==> src/rtl/fir_pkg.sv <==
// Shared constants and types for the FIR tap sequencer.
// Contents: sample/tap widths, delay-line depth, tap-select width, FSM encoding,
// and the packed tap-vector type passed between the shift register and the top.
package fir_pkg;

    localparam int unsigned DATA_W   = 3;
    localparam int unsigned NUM_TAP  = 10;
    localparam int unsigned SEL_W    = 4;
    localparam int unsigned LAST_SEL = NUM_TAP - 1;

    typedef enum logic [1:0] {
        IDLE = 2'd0,
        SCAN = 2'd1,
        DONE = 2'd2
    } fsm_state_t;

    // Element 0 is the newest sample.
    typedef logic [NUM_TAP-1:0][DATA_W-1:0] tap_vec_t;

endpackage

==> src/rtl/fir_tap_shift.sv <==
// NUM_TAP x DATA_W delay line with shift-enable and synchronous clear.
// Ports:
//   clk, rst_n  clock and asynchronous active-low reset
//   shift_en    shift in din as the newest sample
//   clr         synchronous clear of every tap, wins over shift_en
//   din         incoming sample
//   taps        all taps in parallel, taps[0] newest
module fir_tap_shift
    import fir_pkg::*;
(
    input  logic              clk,
    input  logic              rst_n,
    input  logic              shift_en,
    input  logic              clr,
    input  logic [DATA_W-1:0] din,
    output tap_vec_t          taps
);

    // Delay-line register; older samples move toward higher indices.
    always_ff @(posedge clk or negedge rst_n) begin
        if (!rst_n) begin
            taps <= '0;
        end else if (clr) begin
            taps <= '0;
        end else if (shift_en) begin
            taps <= {taps[NUM_TAP-2:0], din};
        end
    end

endmodule

==> src/rtl/fir_tap_sequencer.sv <==
// FIR tap sequencer: holds a 10-deep sample delay line and, after each accepted
// sample, walks the mux select 0..9 while strobing the downstream MAC.
// Optional feature macro: FIR_OVERRUN_FLAG_EN adds the sticky oOverrun output.
// Ports:
//   iClk, iRsn        clock, asynchronous active-low reset
//   iEnSample, iFirIn sample strobe and data (accepted only in IDLE)
//   iClr              synchronous clear of taps and FSM, highest priority
//   oTap_0..oTap_9    delay-line taps, oTap_0 newest
//   oInSel            tap select to the mux
//   oMacClr, oMacEn   accumulator clear / enable
//   oSumValid         one-cycle pulse after the last MAC cycle
//   oBusy             high while a scan or its DONE cycle is in progress
//   oOverrun          (FIR_OVERRUN_FLAG_EN) sticky dropped-sample flag
module fir_tap_sequencer
    import fir_pkg::*;
(
    input  logic              iClk,
    input  logic              iRsn,
    input  logic              iEnSample,
    input  logic [DATA_W-1:0] iFirIn,
    input  logic              iClr,
    output logic [DATA_W-1:0] oTap_0,
    output logic [DATA_W-1:0] oTap_1,
    output logic [DATA_W-1:0] oTap_2,
    output logic [DATA_W-1:0] oTap_3,
    output logic [DATA_W-1:0] oTap_4,
    output logic [DATA_W-1:0] oTap_5,
    output logic [DATA_W-1:0] oTap_6,
    output logic [DATA_W-1:0] oTap_7,
    output logic [DATA_W-1:0] oTap_8,
    output logic [DATA_W-1:0] oTap_9,
    output logic [SEL_W-1:0]  oInSel,
    output logic              oMacClr,
    output logic              oMacEn,
    output logic              oSumValid,
    output logic              oBusy
`ifdef FIR_OVERRUN_FLAG_EN
    ,
    output logic              oOverrun
`endif
);

    fsm_state_t       state, state_d;
    logic [SEL_W-1:0] cnt, cnt_d;
    logic [SEL_W-1:0] in_sel_d;
    logic             mac_clr_d, mac_en_d, sum_valid_d, busy_d;
    logic             accept;
    tap_vec_t         taps;

    // Samples are only taken in IDLE; the shifter itself gives iClr priority.
    assign accept = (state == IDLE) && iEnSample;

    fir_tap_shift u_shift (
        .clk      (iClk),
        .rst_n    (iRsn),
        .shift_en (accept),
        .clr      (iClr),
        .din      (iFirIn),
        .taps     (taps)
    );

    assign oTap_0 = taps[0];
    assign oTap_1 = taps[1];
    assign oTap_2 = taps[2];
    assign oTap_3 = taps[3];
    assign oTap_4 = taps[4];
    assign oTap_5 = taps[5];
    assign oTap_6 = taps[6];
    assign oTap_7 = taps[7];
    assign oTap_8 = taps[8];
    assign oTap_9 = taps[9];

    // Next state / counter, then strobes decoded from the next state so the
    // registered outputs line up with the state they describe.
    always_comb begin
        state_d     = state;
        cnt_d       = cnt;
        in_sel_d    = '0;
        mac_clr_d   = 1'b0;
        mac_en_d    = 1'b0;
        sum_valid_d = 1'b0;
        busy_d      = 1'b0;

        unique case (state)
            IDLE: begin
                if (iEnSample) begin
                    state_d = SCAN;
                    cnt_d   = '0;
                end
            end
            SCAN: begin
                if (cnt == SEL_W'(LAST_SEL)) begin
                    state_d = DONE;
                    cnt_d   = '0;
                end else begin
                    cnt_d = cnt + SEL_W'(1);
                end
            end
            DONE: begin
                state_d = IDLE;
            end
            default: begin
                state_d = IDLE;
                cnt_d   = '0;
            end
        endcase

        if (iClr) begin
            state_d = IDLE;
            cnt_d   = '0;
        end

        busy_d      = (state_d != IDLE);
        mac_en_d    = (state_d == SCAN);
        in_sel_d    = (state_d == SCAN) ? cnt_d : '0;
        mac_clr_d   = (state_d == SCAN) && (cnt_d == '0);
        sum_valid_d = (state_d == DONE);
    end

    // State, counter and output registers.
    always_ff @(posedge iClk or negedge iRsn) begin
        if (!iRsn) begin
            state     <= IDLE;
            cnt       <= '0;
            oInSel    <= '0;
            oMacClr   <= 1'b0;
            oMacEn    <= 1'b0;
            oSumValid <= 1'b0;
            oBusy     <= 1'b0;
        end else begin
            state     <= state_d;
            cnt       <= cnt_d;
            oInSel    <= in_sel_d;
            oMacClr   <= mac_clr_d;
            oMacEn    <= mac_en_d;
            oSumValid <= sum_valid_d;
            oBusy     <= busy_d;
        end
    end

`ifdef FIR_OVERRUN_FLAG_EN
    // Sticky flag for samples offered while busy; iClr wins over a new drop.
    always_ff @(posedge iClk or negedge iRsn) begin
        if (!iRsn) begin
            oOverrun <= 1'b0;
        end else if (iClr) begin
            oOverrun <= 1'b0;
        end else if (iEnSample && (state != IDLE)) begin
            oOverrun <= 1'b1;
        end
    end
`endif

endmodule
==> config.mk <==
export PLATFORM = sky130hd
export DESIGN_NAME = fir_tap_sequencer
export DESIGN_NICKNAME = d
export VERILOG_FILES = /design/src/rtl/fir_pkg.sv /design/src/rtl/fir_tap_shift.sv /design/src/rtl/fir_tap_sequencer.sv
export SDC_FILE = /design/constraint.sdc
export NUM_CORES = 1
export LEC_CHECK = 0
export ABC_AREA = 1
export BUFFER_PORTS_ARGS = -buffer_cell sky130_fd_sc_hd__buf_2
export CAP_MARGIN = 20
export CORE_ASPECT_RATIO = 0.6
export CORE_MARGIN = 2
export CORE_UTILIZATION = 32
export DETAILED_ROUTE_END_ITERATION = 6
export MAX_ROUTING_LAYER = met4
export SYNTH_ARGS = -nofsm -noshare
export SYNTH_HDL_FRONTEND = slang
export SYNTH_HIERARCHICAL = 1
export SYNTH_SLANG_ARGS = --single-unit
==> constraint.sdc <==
create_clock -name iClk -period 3.4 [get_ports iClk]
set_input_delay 0.68 -clock iClk [delete_from_list [all_inputs] [get_ports iClk]]
set_output_delay 0.68 -clock iClk [all_outputs]
set_load 0.02 [all_outputs]
==> metrics.md, run 1 <==
| Metric | Value |
|---|---|
| Status | `completed` |
| Tcrit/Tclk final | `slightly below 60%` |
| First-pass detailed-route iteration total | `4` |
| WL per Instance | `~13 µm` |
| Part of the power in combinational logic | `a little under a tenth` |
| Adder-Cell Fraction of Synth Area | `under 10%` |
| Tmin final | `about 2.0 ns` |
| Clock Sinks | `44` |
| Crit path top cell by count | `nand2_1` |
| Root buffer cell | `clkbuf_8` |
| Die area | `around 6600 µm²` |
| Synthesis-to-layout area growth | `16.67%` |
| Worst-Skew Late Latency | `~0.29 ns` |
| Antenna violations before repair | `0` |
| CP Class | `register to register` |
| Post-synthesis sequential area ratio | `just under 60%` |
| Mapped Avg Cell Area | `~9.3 µm²` |
| Post-CTS Setup Bufs | `0` |
| Clock Skew | `about 0.0074 ns` |
| Slowest cell on crit path | `inv_1` |
| RSZ-0062 raised after global routing | `no` |
| Max Cap Viol | `0` |
| Hold Buf Count CTS | `0` |
| Hold crit path type | `input port to asynchronous set/reset pin` |
| H-tree depth | `2` |
| Synth Area in Compound Gates | `approximately 2.3%` |
| Routed Antenna Nets | `0` |
| Post-Syn Instances | `204` |
| Synth unique cells | `20` |
| Hold Vio Cnt, Final | `0` |
| Clk slew on worst S/H paths | `0.08 ns` |
| Crit start category | `register` |
| Pleak | `between 1 and 1.5 nW` |
| Max frequency | `~500 MHz` |
| Via count | `roughly 1400` |
| Largest net degree at the start of global routing | `45` |
| CP Data Required Time | `3.57 ns` |
| Initial Util | `33.62%` |
| Initial DRC count | `between 50 and 60` |
| Ant. Diodes | `0` |
| Simple-Gate Fraction of Synth Area | `between 20% and 30%` |
| Power share of the clock group | `between 30 and 40%` |
| Final setup vio count | `0` |
| Drt via density | `roughly 4.4` |
| Switching power | `roughly 0.24 mW` |
| Total power draw | `0.9344 mW` |
| Row count | `21` |
| Sw Ratio | `25.60%` |
| Tot GR Track Use | `a little over an eighth` |
| Pins Over Slew Limit | `0` |
| Routability cong. | `0.8568` |
| Final nets | `approximately 260` |
| Number of global-route vias before repair | `1373` |
| CTS tree | `built` |
| Synth Cell Area | `1899 µm²` |
| Final setup TNS | `0 ns` |
| First-pass GRT wire length | `~6800 µm` |
| Least-Margin Pin Slew | `between 0.9 and 1 ns` |
| IO buf count | `44` |
| Clk buf depth | `2` |
| Multiplexer share of the synthesized area | `0%` |
| Grt ovf | `0` |
| CP endpoint kind | `register` |
| DRC viols | `0` |
| Xor and xnor area share after synthesis | `less than 1%` |
| Height of the die | `between 60 and 70 µm` |
| Post-CTS resize count | `0` |
| Largest family of logic cells by synthesized area | `simple AND/OR/NAND/NOR gates` |
| CP max FO | `31` |
| Worst-path cell chain | `nor2_1 > nand2_1 > inv_1 > nor2_4 > nand2_1 > nand2_1` |
| Peak VDD IR | `between 150 and 200 µV` |
| Hpwl dp | `2811 µm` |
| Core ar. | `5649 µm²` |
| Mapped Nets | `between 200 and 250` |
| Peak per-stage delay on the critical path | `a little over 0.7 ns` |
| Number of I/O pins | `45` |
| Number of synthesized register bits | `44` |
| Slew margin rel. | `about a third` |
| TritonCTS buffer count | `5` |
| Die width | `~100 µm` |
| Worst Path Arrival | `between 2 and 2.5 ns` |
| WL final | `4106 µm` |
| Layout cells sized above 1 | `about a quarter` |
| Yosys warns | `6` |
| Cell internal pwr | `a little under 0.7 mW` |
| Sequential share of power | `58.0%` |
| Power per cell area | `around 420 nW/µm²` |
## kinds of logic after synthesis
family	count (synthesis)
AOI/OAI and AO/OA	5
xor gates and xnor gates	1
adders and majority gates	2
buffers and inverters	23
DFF	44
and+or+nand+nor	129
## metal layers
layer	share of wire [%]	global-route usage [%]	routed length, µm
met5	0	-	0
met4	0.19	2.632	8
met3	8.0	3.774	329
met2	36	17.02	1472
met1	56	21.41	2296
## critical path: cells and delay by family, from the launching register on
kind / cells / cell delay, ns
and+or+nand+nor: 5 / 0.72
buffers and inverters: 1 / 0.72
DFF: 1 / 0.45
## synth_stat cells (all sizes together)
cell type  instances  area, µm²
nor2              10      50.05
ha                 2      25.02
dfrtp             44       1101
nand3             35      185.2
clkinv             1      3.750
buf                9      101.4
nand4              2      12.51
nor3               3      15.01
nand2             77      291.5
xor2               1      8.760
and2               2      12.51
inv               13      48.80
a21oi              5      43.80
## registers in the layout (all words and copies together) (netlist names)
signal        flops
u_shift/taps     30
oSumValid         1
oMacClr           1
oMacEn            1
oBusy             1
cnt               4
state             2
oInSel            4
## layout make-up
class                   count  area [µm²]
clock inverters             1       5.005
well taps                  80       100.1
inverters                  14       52.55
fillers                   564        3433
repair buffers             45       240.2
flip-flops and latches     44        1101
clock buffers               6       72.57
multi-input cells         137       644.4
## layout by cell type (no fill, tap or decap), types with 2 or more instances in the layout
cell type   n
inv_2       3
nand3_1    33
ha_1        2
nor2_2      2
and2_1      2
buf_2      44
a21oi_2     2
nor3_1      3
dfrtp_1    44
clkbuf_8    5
a21oi_1     2
nand2_1    76
nor2_1      7
inv_1      10
nand4_1     2
nand3_2     2
## metrics by stage
stage,hold slack [ns],util [%],instance area (µm²),setup WS [ns],std cells
3_3_place_gp,0.4577,37.50,2118,1.171,319
4_1_cts,0.4821,38.87,2196,1.420,326
3_5_place_dp,0.4630,37.50,2118,1.132,319
6_report,0.2226,39.22,2216,1.382,327
5_1_grt,0.2247,39.22,2216,1.172,327
2_1_floorplan,0.3844,-,1899,2.108,204
## final timing paths
kind,from,endpoint,cells past startpoint,slack (ns)
worst max-delay path,state[0],u_shift/taps[25],6,1.38
worst min-delay path,iRsn,u_shift/taps[14],1,0.22
worst max register to register,state[0],u_shift/taps[25],6,1.38
worst min register to register,u_shift/taps[29],u_shift/taps[29],2,0.48
max in group asynchronous,iRsn,u_shift/taps[4],2,2.73
min in group iClk,u_shift/taps[29],u_shift/taps[29],2,0.48
## power by group through the flow
stage	Sequential, mW	Combinational [mW]	Clock, mW
2_1_floorplan	0.560	0.0559	0
3_3_place_gp	0.552	0.0858	0
3_5_place_dp	0.552	0.0862	0
4_1_cts	0.541	0.0863	0.317
5_1_grt	0.543	0.0993	0.334
6_report	0.542	0.0881	0.305
Power figures use the tool's default switching activity.
==> run 2: changes to the inputs <==
==> constraint.sdc (replaced) <==
create_clock -name iClk -period 2.08 [get_ports iClk]
set_input_delay 0.416 -clock iClk [delete_from_list [all_inputs] [get_ports iClk]]
set_output_delay 0.416 -clock iClk [all_outputs]
set_load 0.02 [all_outputs]
==> run 2 against run 1 <==
Combinational power grew 71%. Clock skew down 0.0016 ns. Largest cell class unchanged. Cell count rose by 1.2%. Maximum frequency increased by 40%. Clock-buffer cell count grew 1. Design area increased by 1.6%. Critical path type unchanged.
==> metrics.md, run 2 (synthesis results as in run 1) <==
| Metric | Value |
|---|---|
| Slowest cell on crit path | `dfrtp_1 (was inv_1)` |
| Layout cells sized above 1 | `27.09% (was 25.51%)` |
| Routability cong. | `0.9292 (was 0.8568)` |
| Root buffer cell | `clkbuf_8 (unchanged)` |
| Largest net degree at the start of global routing | `45 (unchanged)` |
| Worst r2r src | `cnt[0] (was state[0])` |
| Layout Cells excl Fill | `331 (was 327)` |
| Largest register FFs | `30 (unchanged)` |
| H-tree depth | `2 (unchanged)` |
| Final setup vio count | `0 (unchanged)` |
| Placed inst area | `2156 µm² (was 2118 µm²)` |
| Worst Path Arrival | `1.61 ns (was 2.19 ns)` |
| Max frequency | `696.1 MHz (was 495.6 MHz)` |
| CP endpoint kind | `register (unchanged)` |
| Grt ovf | `0 (unchanged)` |
| Core ar. | `5649 µm² (unchanged)` |
| CP Data Required Time | `2.26 ns (was 3.57 ns)` |
| Crit start category | `register (unchanged)` |
| Tcrit/Tclk final | `69.07% (was 59.35%)` |
| Top flop regs | `u_shift/taps x30, cnt x4, oInSel x4 (unchanged)` |
| Top Usage Layer GRT | `met1 (unchanged)` |
| Number of global-route vias before repair | `1361 (was 1373)` |
| Pleak | `1.334 nW (was 1.310 nW)` |
| CTS tree | `built (unchanged)` |
| Crit path launch | `cnt[0] (was state[0])` |
| Peak VDD IR | `251.5 µV (was 172.3 µV)` |
| Total power draw | `1.599 mW (was 0.9344 mW)` |
| Least-Margin Pin Slew | `0.5592 ns (was 0.9926 ns)` |
| Crit path top cell by count | `nand2_1 (unchanged)` |
| First-pass detailed-route iteration total | `4 (unchanged)` |
| Multi-input gate area | `644.4 µm² (unchanged)` |
| Pins Over Slew Limit | `0 (unchanged)` |
| Die width | `103.5 µm (unchanged)` |
| Hold Vio Cnt, Final | `0 (unchanged)` |
| Tmin final | `1.437 ns (was 2.018 ns)` |
| Synthesis-to-layout area growth | `18.58% (was 16.67%)` |
| CP Class | `register to register (unchanged)` |
| Tot GR Track Use | `13.91% (was 13.57%)` |
| Power per cell area | `709.9 nW/µm² (was 421.7 nW/µm²)` |
| WL per Instance | `12.66 µm (was 12.56 µm)` |
| Final Instance Area | `2252 µm² (was 2216 µm²)` |
| WL final | `4190 µm (was 4106 µm)` |
| Fillers | `593 (was 564)` |
| Final setup TNS | `0 ns (unchanged)` |
| Clock Sinks | `44 (unchanged)` |
| Antenna violations before repair | `0 (unchanged)` |
| DRC viols | `0 (unchanged)` |
| Worst-path cell chain | `ha_1 > nand3_2 > nand2_1 > nand2_1 > nand2_2 > inv_2 > and2_1 (was nor2_1 > nand2_1 > inv_1 > nor2_4 > nand2_1 > nand2_1)` |
| Clk slew on worst S/H paths | `0.08 ns (about the same)` |
| First-pass GRT wire length | `6900 µm (was 6762 µm)` |
| DP Cell Count | `324 (was 319)` |
| Clock Skew | `0.005820 ns (was 0.007408 ns)` |
| Ant. Diodes | `0 (unchanged)` |
| Post-CTS Setup Bufs | `0 (unchanged)` |
| Met3 usage | `4.218% (was 3.774%)` |
| Via count | `1465 (was 1447)` |
| Initial DRC count | `67 (was 59)` |
| TritonCTS buffer count | `5 (unchanged)` |
| CP max FO | `6 (was 31)` |
| Hold Buf Count CTS | `0 (unchanged)` |
| Most common cell after layout, fill and taps aside | `nand2_1 (unchanged)` |
| Routed Antenna Nets | `0 (unchanged)` |
| RR Endpoint | `oInSel[1] (was u_shift/taps[25])` |
| Peak per-stage delay on the critical path | `0.47 ns (was 0.72 ns)` |
| Drt via density | `4.426 (was 4.425)` |
| Worst-case reg-to-reg path depth | `7 (was 6)` |
| Grt met2 use | `18.79% (was 17.02%)` |
| Biggest register | `u_shift/taps (unchanged)` |
| Met1 usage | `20.66% (was 21.41%)` |
| Status | `completed (unchanged)` |
| Row count | `21 (unchanged)` |
| Final nets | `260 (was 256)` |
| Worst-Skew Late Latency | `0.29 ns (about the same)` |
| IO buf count | `44 (unchanged)` |
| Post-Place Setup Slack | `0.6707 ns (was 1.132 ns)` |
| Number of I/O pins | `45 (unchanged)` |
| Hpwl dp | `2847 µm (was 2811 µm)` |
| RSZ-0062 raised after global routing | `no (unchanged)` |
| Slew margin rel. | `62.72% (was 33.75%)` |
| Height of the die | `63.68 µm (unchanged)` |
| Die area | `6588 µm² (unchanged)` |
| Final worst setup slack | `0.6434 ns (was 1.382 ns)` |
| Commonest cells after routing, fill and taps aside | `76 x nand2_1, 44 x dfrtp_1, 44 x buf_2, 33 x nand3_1, 10 x inv_1 (unchanged)` |
| R2R setup slack | `0.64 ns (was 1.38 ns)` |
| Max Cap Viol | `0 (unchanged)` |
| Post-CTS resize count | `0 (unchanged)` |
| Sequential Area | `1101 µm² (unchanged)` |
| Hold crit path type | `input port to asynchronous set/reset pin (unchanged)` |
| Clk buf depth | `2 (unchanged)` |
| Initial Util | `33.62% (unchanged)` |
[run 2: where the power goes]
group / total, mW / switching, mW / leakage [nW] / internal [mW]
clock network: 0.563 / 0.267 / 0.0503 / 0.296
registers: 0.885 / 0.0139 / 0.607 / 0.871
logic: 0.151 / 0.110 / 0.677 / 0.0408
[run 2: layer usage]
metal,routed length (µm),vias to the layer above
met4,24,0
li1,-,735
met2,1674,51
met1,2208,675
met5,0,-
met3,282,4
[run 2: critical path, delay by kind of cell (launching register included)]
family / cells / cell delay, ns
AND/OR/NAND/NOR: 5 / 0.57
flip-flops: 1 / 0.47
adder cells (fa/ha/maj): 1 / 0.22
buffers and inverters: 1 / 0.06
[run 2: how the worst max path moves through the flow]
| stage | end | slack (ns) |
|---|---|---|
| finish | oInSel[1] | 0.64 |
| global route | oMacClr | 0.52 |
| CTS | oInSel[1] | 0.66 |
| detailed placement | oInSel[1] | 0.67 |
| global placement | oInSel[3] | 0.73 |
| floorplan | oInSel[3] | 0.83 |
[run 2: per-stage QoR]
step | utilization (%) | hold WS, ns
after global routing | 39.87 | 0.2413
after detailed placement | 38.16 | 0.4623
after floorplan | - | 0.1204
after CTS | 39.87 | 0.2194
after global placement | 38.16 | 0.4512
final | 39.87 | 0.2016
[run 2: area by class of cell]
| class | instances | share of cell area [%] |
|---|---|---|
| Tap cell | 80 | 4.444 |
| Inverter | 14 | 2.333 |
| Multi-Input combinational cell | 137 | 28.61 |
| Timing Repair Buffer | 49 | 11.44 |
| Clock buffer | 7 | 4.278 |
| Sequential cell | 44 | 48.89 |
==> run 3: changes to the inputs <==
==> constraint.sdc (replaced) <==
create_clock -name iClk -period 1.2 [get_ports iClk]
set_input_delay 0.24 -clock iClk [delete_from_list [all_inputs] [get_ports iClk]]
set_output_delay 0.24 -clock iClk [all_outputs]
set_load 0.02 [all_outputs]
==> run 3 against run 2 <==
The flow now finishes with violations (setup timing). Routed wire length up 17%. Maximum frequency up 7.9%. Clock skew down 0.0021 ns. Design area up 17%. Via count up 7.0%. Sequential cell count unchanged. Core utilization up 6.9 points. Global-route usage up 1.0 points. Worst hold slack worse by 0.032 ns. Largest cell class unchanged.
==> metrics.md, run 3 (synthesis results as in run 1) <==
| Metric | Value |
|---|---|
| Least-Margin Pin Slew | `0.2983 ns (was 0.5592 ns)` |
| Root buffer cell | `clkbuf_8 (unchanged)` |
| Worst r2r src | `cnt[1] (was cnt[0])` |
| Total power draw | `2.970 mW (was 1.599 mW)` |
| Crit start category | `register (unchanged)` |
| Hold Vio Cnt, Final | `0 (unchanged)` |
| Status | `finished with violations (was completed)` |
| Layout Cells excl Fill | `356 (was 331)` |
| Tot GR Track Use | `14.95% (was 13.91%)` |
| Clock Skew | `0.003754 ns (was 0.005820 ns)` |
| Number of I/O pins | `45 (unchanged)` |
| Clock Sinks | `44 (unchanged)` |
| Post-Place Setup Slack | `-0.2398 ns (was 0.6707 ns)` |
| Max layer used | `met4 (unchanged)` |
| Top flop regs | `u_shift/taps x30, cnt x4, oInSel x4 (unchanged)` |
| Max frequency | `751.4 MHz (was 696.1 MHz)` |
| Die width | `103.5 µm (unchanged)` |
| Ant. Diodes | `0 (unchanged)` |
| Hold crit path type | `input port to register (was input port to asynchronous set/reset pin)` |
| Commonest cells after routing, fill and taps aside | `65 x nand2_1, 44 x buf_2, 43 x dfrtp_1, 33 x nand3_1, 20 x buf_4 (was 76 x nand2_1, 44 x dfrtp_1, 44 x buf_2, 33 x nand3_1, 10 x inv_1)` |
| Via count | `1568 (was 1465)` |
| Largest net degree at the start of global routing | `45 (unchanged)` |
| Final worst setup slack | `-0.1309 ns (was 0.6434 ns)` |
| Final setup vio count | `16 (was 0)` |
| Grt ovf | `0 (unchanged)` |
| CP endpoint kind | `register (unchanged)` |
| Peak VDD IR | `623.0 µV (was 251.5 µV)` |
| Synthesis-to-layout area growth | `39.06% (was 18.58%)` |
| Core ar. | `5649 µm² (unchanged)` |
| Routed Antenna Nets | `0 (unchanged)` |
| CTS tree | `built (unchanged)` |
| DP Cell Count | `338 (was 324)` |
| H-tree depth | `2 (unchanged)` |
| Antenna violations before repair | `0 (unchanged)` |
| Pleak | `1.505 nW (was 1.334 nW)` |
| Worst Min Path Start | `iFirIn[2]` |
| First-pass GRT wire length | `7272 µm (was 6900 µm)` |
| Row count | `21 (unchanged)` |
| Tcrit/Tclk final | `110.9% (was 69.07%)` |
| Power per cell area | `1124 nW/µm² (was 709.9 nW/µm²)` |
| Drt via density | `4.404 (was 4.426)` |
| Worst-Skew Late Latency | `0.29 ns (about the same)` |
| Wire length on met1 | `2743 µm (was 2208 µm)` |
| Met3 WL post-DR | `244 µm (was 282 µm)` |
| Clk slew on worst S/H paths | `0.08 ns (about the same)` |
| Initial DRC count | `68 (was 67)` |
| Height of the die | `63.68 µm (unchanged)` |
| Worst Path Arrival | `1.56 ns (was 1.61 ns)` |
| TritonCTS buffer count | `5 (unchanged)` |
| WL met2 | `1880 µm (was 1674 µm)` |
| Most common cell after layout, fill and taps aside | `nand2_1 (unchanged)` |
| Tmin final | `1.331 ns (was 1.437 ns)` |
| Slew margin rel. | `79.96% (was 62.72%)` |
| IO buf count | `44 (unchanged)` |
| RSZ-0062 raised after global routing | `yes (was no)` |
| Largest register FFs | `30 (unchanged)` |
| Hpwl dp | `2936 µm (was 2847 µm)` |
| Pins Over Slew Limit | `0 (unchanged)` |
| First-pass detailed-route iteration total | `4 (unchanged)` |
| WL final | `4895 µm (was 4190 µm)` |
| Routability cong. | `0.8516 (was 0.9292)` |
| Initial Util | `33.62% (unchanged)` |
| Clk buf depth | `2 (unchanged)` |
| Biggest register | `u_shift/taps (unchanged)` |
| Final nets | `285 (was 260)` |
| Layout cells sized above 1 | `40.22% (was 27.09%)` |
| Crit path launch | `cnt[1] (was cnt[0])` |
| Failing checks | `setup timing` |
| DRC viols | `0 (unchanged)` |
| CP Data Required Time | `1.43 ns (was 2.26 ns)` |
| WL per Instance | `13.75 µm (was 12.66 µm)` |
| CP Class | `register to register (unchanged)` |
| Final setup TNS | `-0.6720 ns (was 0 ns)` |
| Die area | `6588 µm² (unchanged)` |
| CP max FO | `5 (was 6)` |
| Worst hold slack | `0.1701 ns (was 0.2016 ns)` |
| Max Cap Viol | `0 (unchanged)` |
| Number of global-route vias before repair | `1384 (was 1361)` |
run 3: cell count changes in the layout (fill, tap and decap cells not counted), sizes merged:
cell | before | now
nor2 | 10 | 11
clkinv | 1 | 2
buf | 49 | 70
clkbuf | 7 | 9
dlygate4sd3 | 0 | 1
inv | 13 | 12
run 3: final timing paths:
kind                                    end  slack [ns]  cells past startpoint
min in group asynchronous            cnt[2]        0.45                      3
max reg2reg                         oMacClr       -0.13                      8
min                         u_shift/taps[2]        0.17                      3
max in group asynchronous   u_shift/taps[4]        0.54                      3
min reg2reg                u_shift/taps[28]        0.48                      2
max                                 oMacClr       -0.13                      8
run 3: routing by layer:
layer	vias up	track usage, %
li1	792	-
met1	729	24.70
met2	42	16.94
met3	5	4.440
met4	0	3.454
met5	-	-
run 3: per-stage QoR:
step	cell area [µm²]	utilization [%]
final	2641	46.76
after global routing	2641	46.76
after CTS	2471	43.74
after detailed placement	2287	40.49
after global placement	2287	40.49
after floorplan	1913	-
run 3: final cells by class:
| cell class | instances | area, µm² |
|---|---|---|
| Sequential cell | 44 | 1102 |
| Clock buffer | 7 | 96.34 |
| Timing Repair Buffer | 73 | 533.0 |
| Fill cell | 546 | 3008 |
| Multi-Input combinational cell | 138 | 747.0 |
| Inverter | 14 | 62.56 |
| Tap cell | 80 | 100.1 |
run 3: repair_timing:
| item | 4_1_cts | 5_1_grt |
|---|---|---|
| gates resized for setup | 16 | 18 |
| endpoints found under the setup margin | 42 | 40 |
| endpoints found under the hold margin | 44 | 0 |
| hold buffers | 1 | 0 |
| pin swaps | 6 | 10 |
| cloned | 1 | 2 |
| buffers inserted | 2 | 11 |
run 3: critical path, cell delays in order, from the launching register on:
cell,delay (ns)
dfrtp_1,0.41
inv_2,0.07
ha_4,0.14
nand3_4,0.10
a21oi_4,0.19
nor2_2,0.05
nor2_1,0.13
nand2_1,0.07
nor2_1,0.09
run 3: power by group:
| group | switching (mW) | internal, mW | leakage, nW |
|---|---|---|---|
| Sequential | 0.0178 | 1.51 | 0.606 |
| Clock | 0.484 | 0.513 | 0.0503 |
| Combinational | 0.260 | 0.186 | 0.849 |
| Total | 0.761 | 2.21 | 1.50 |
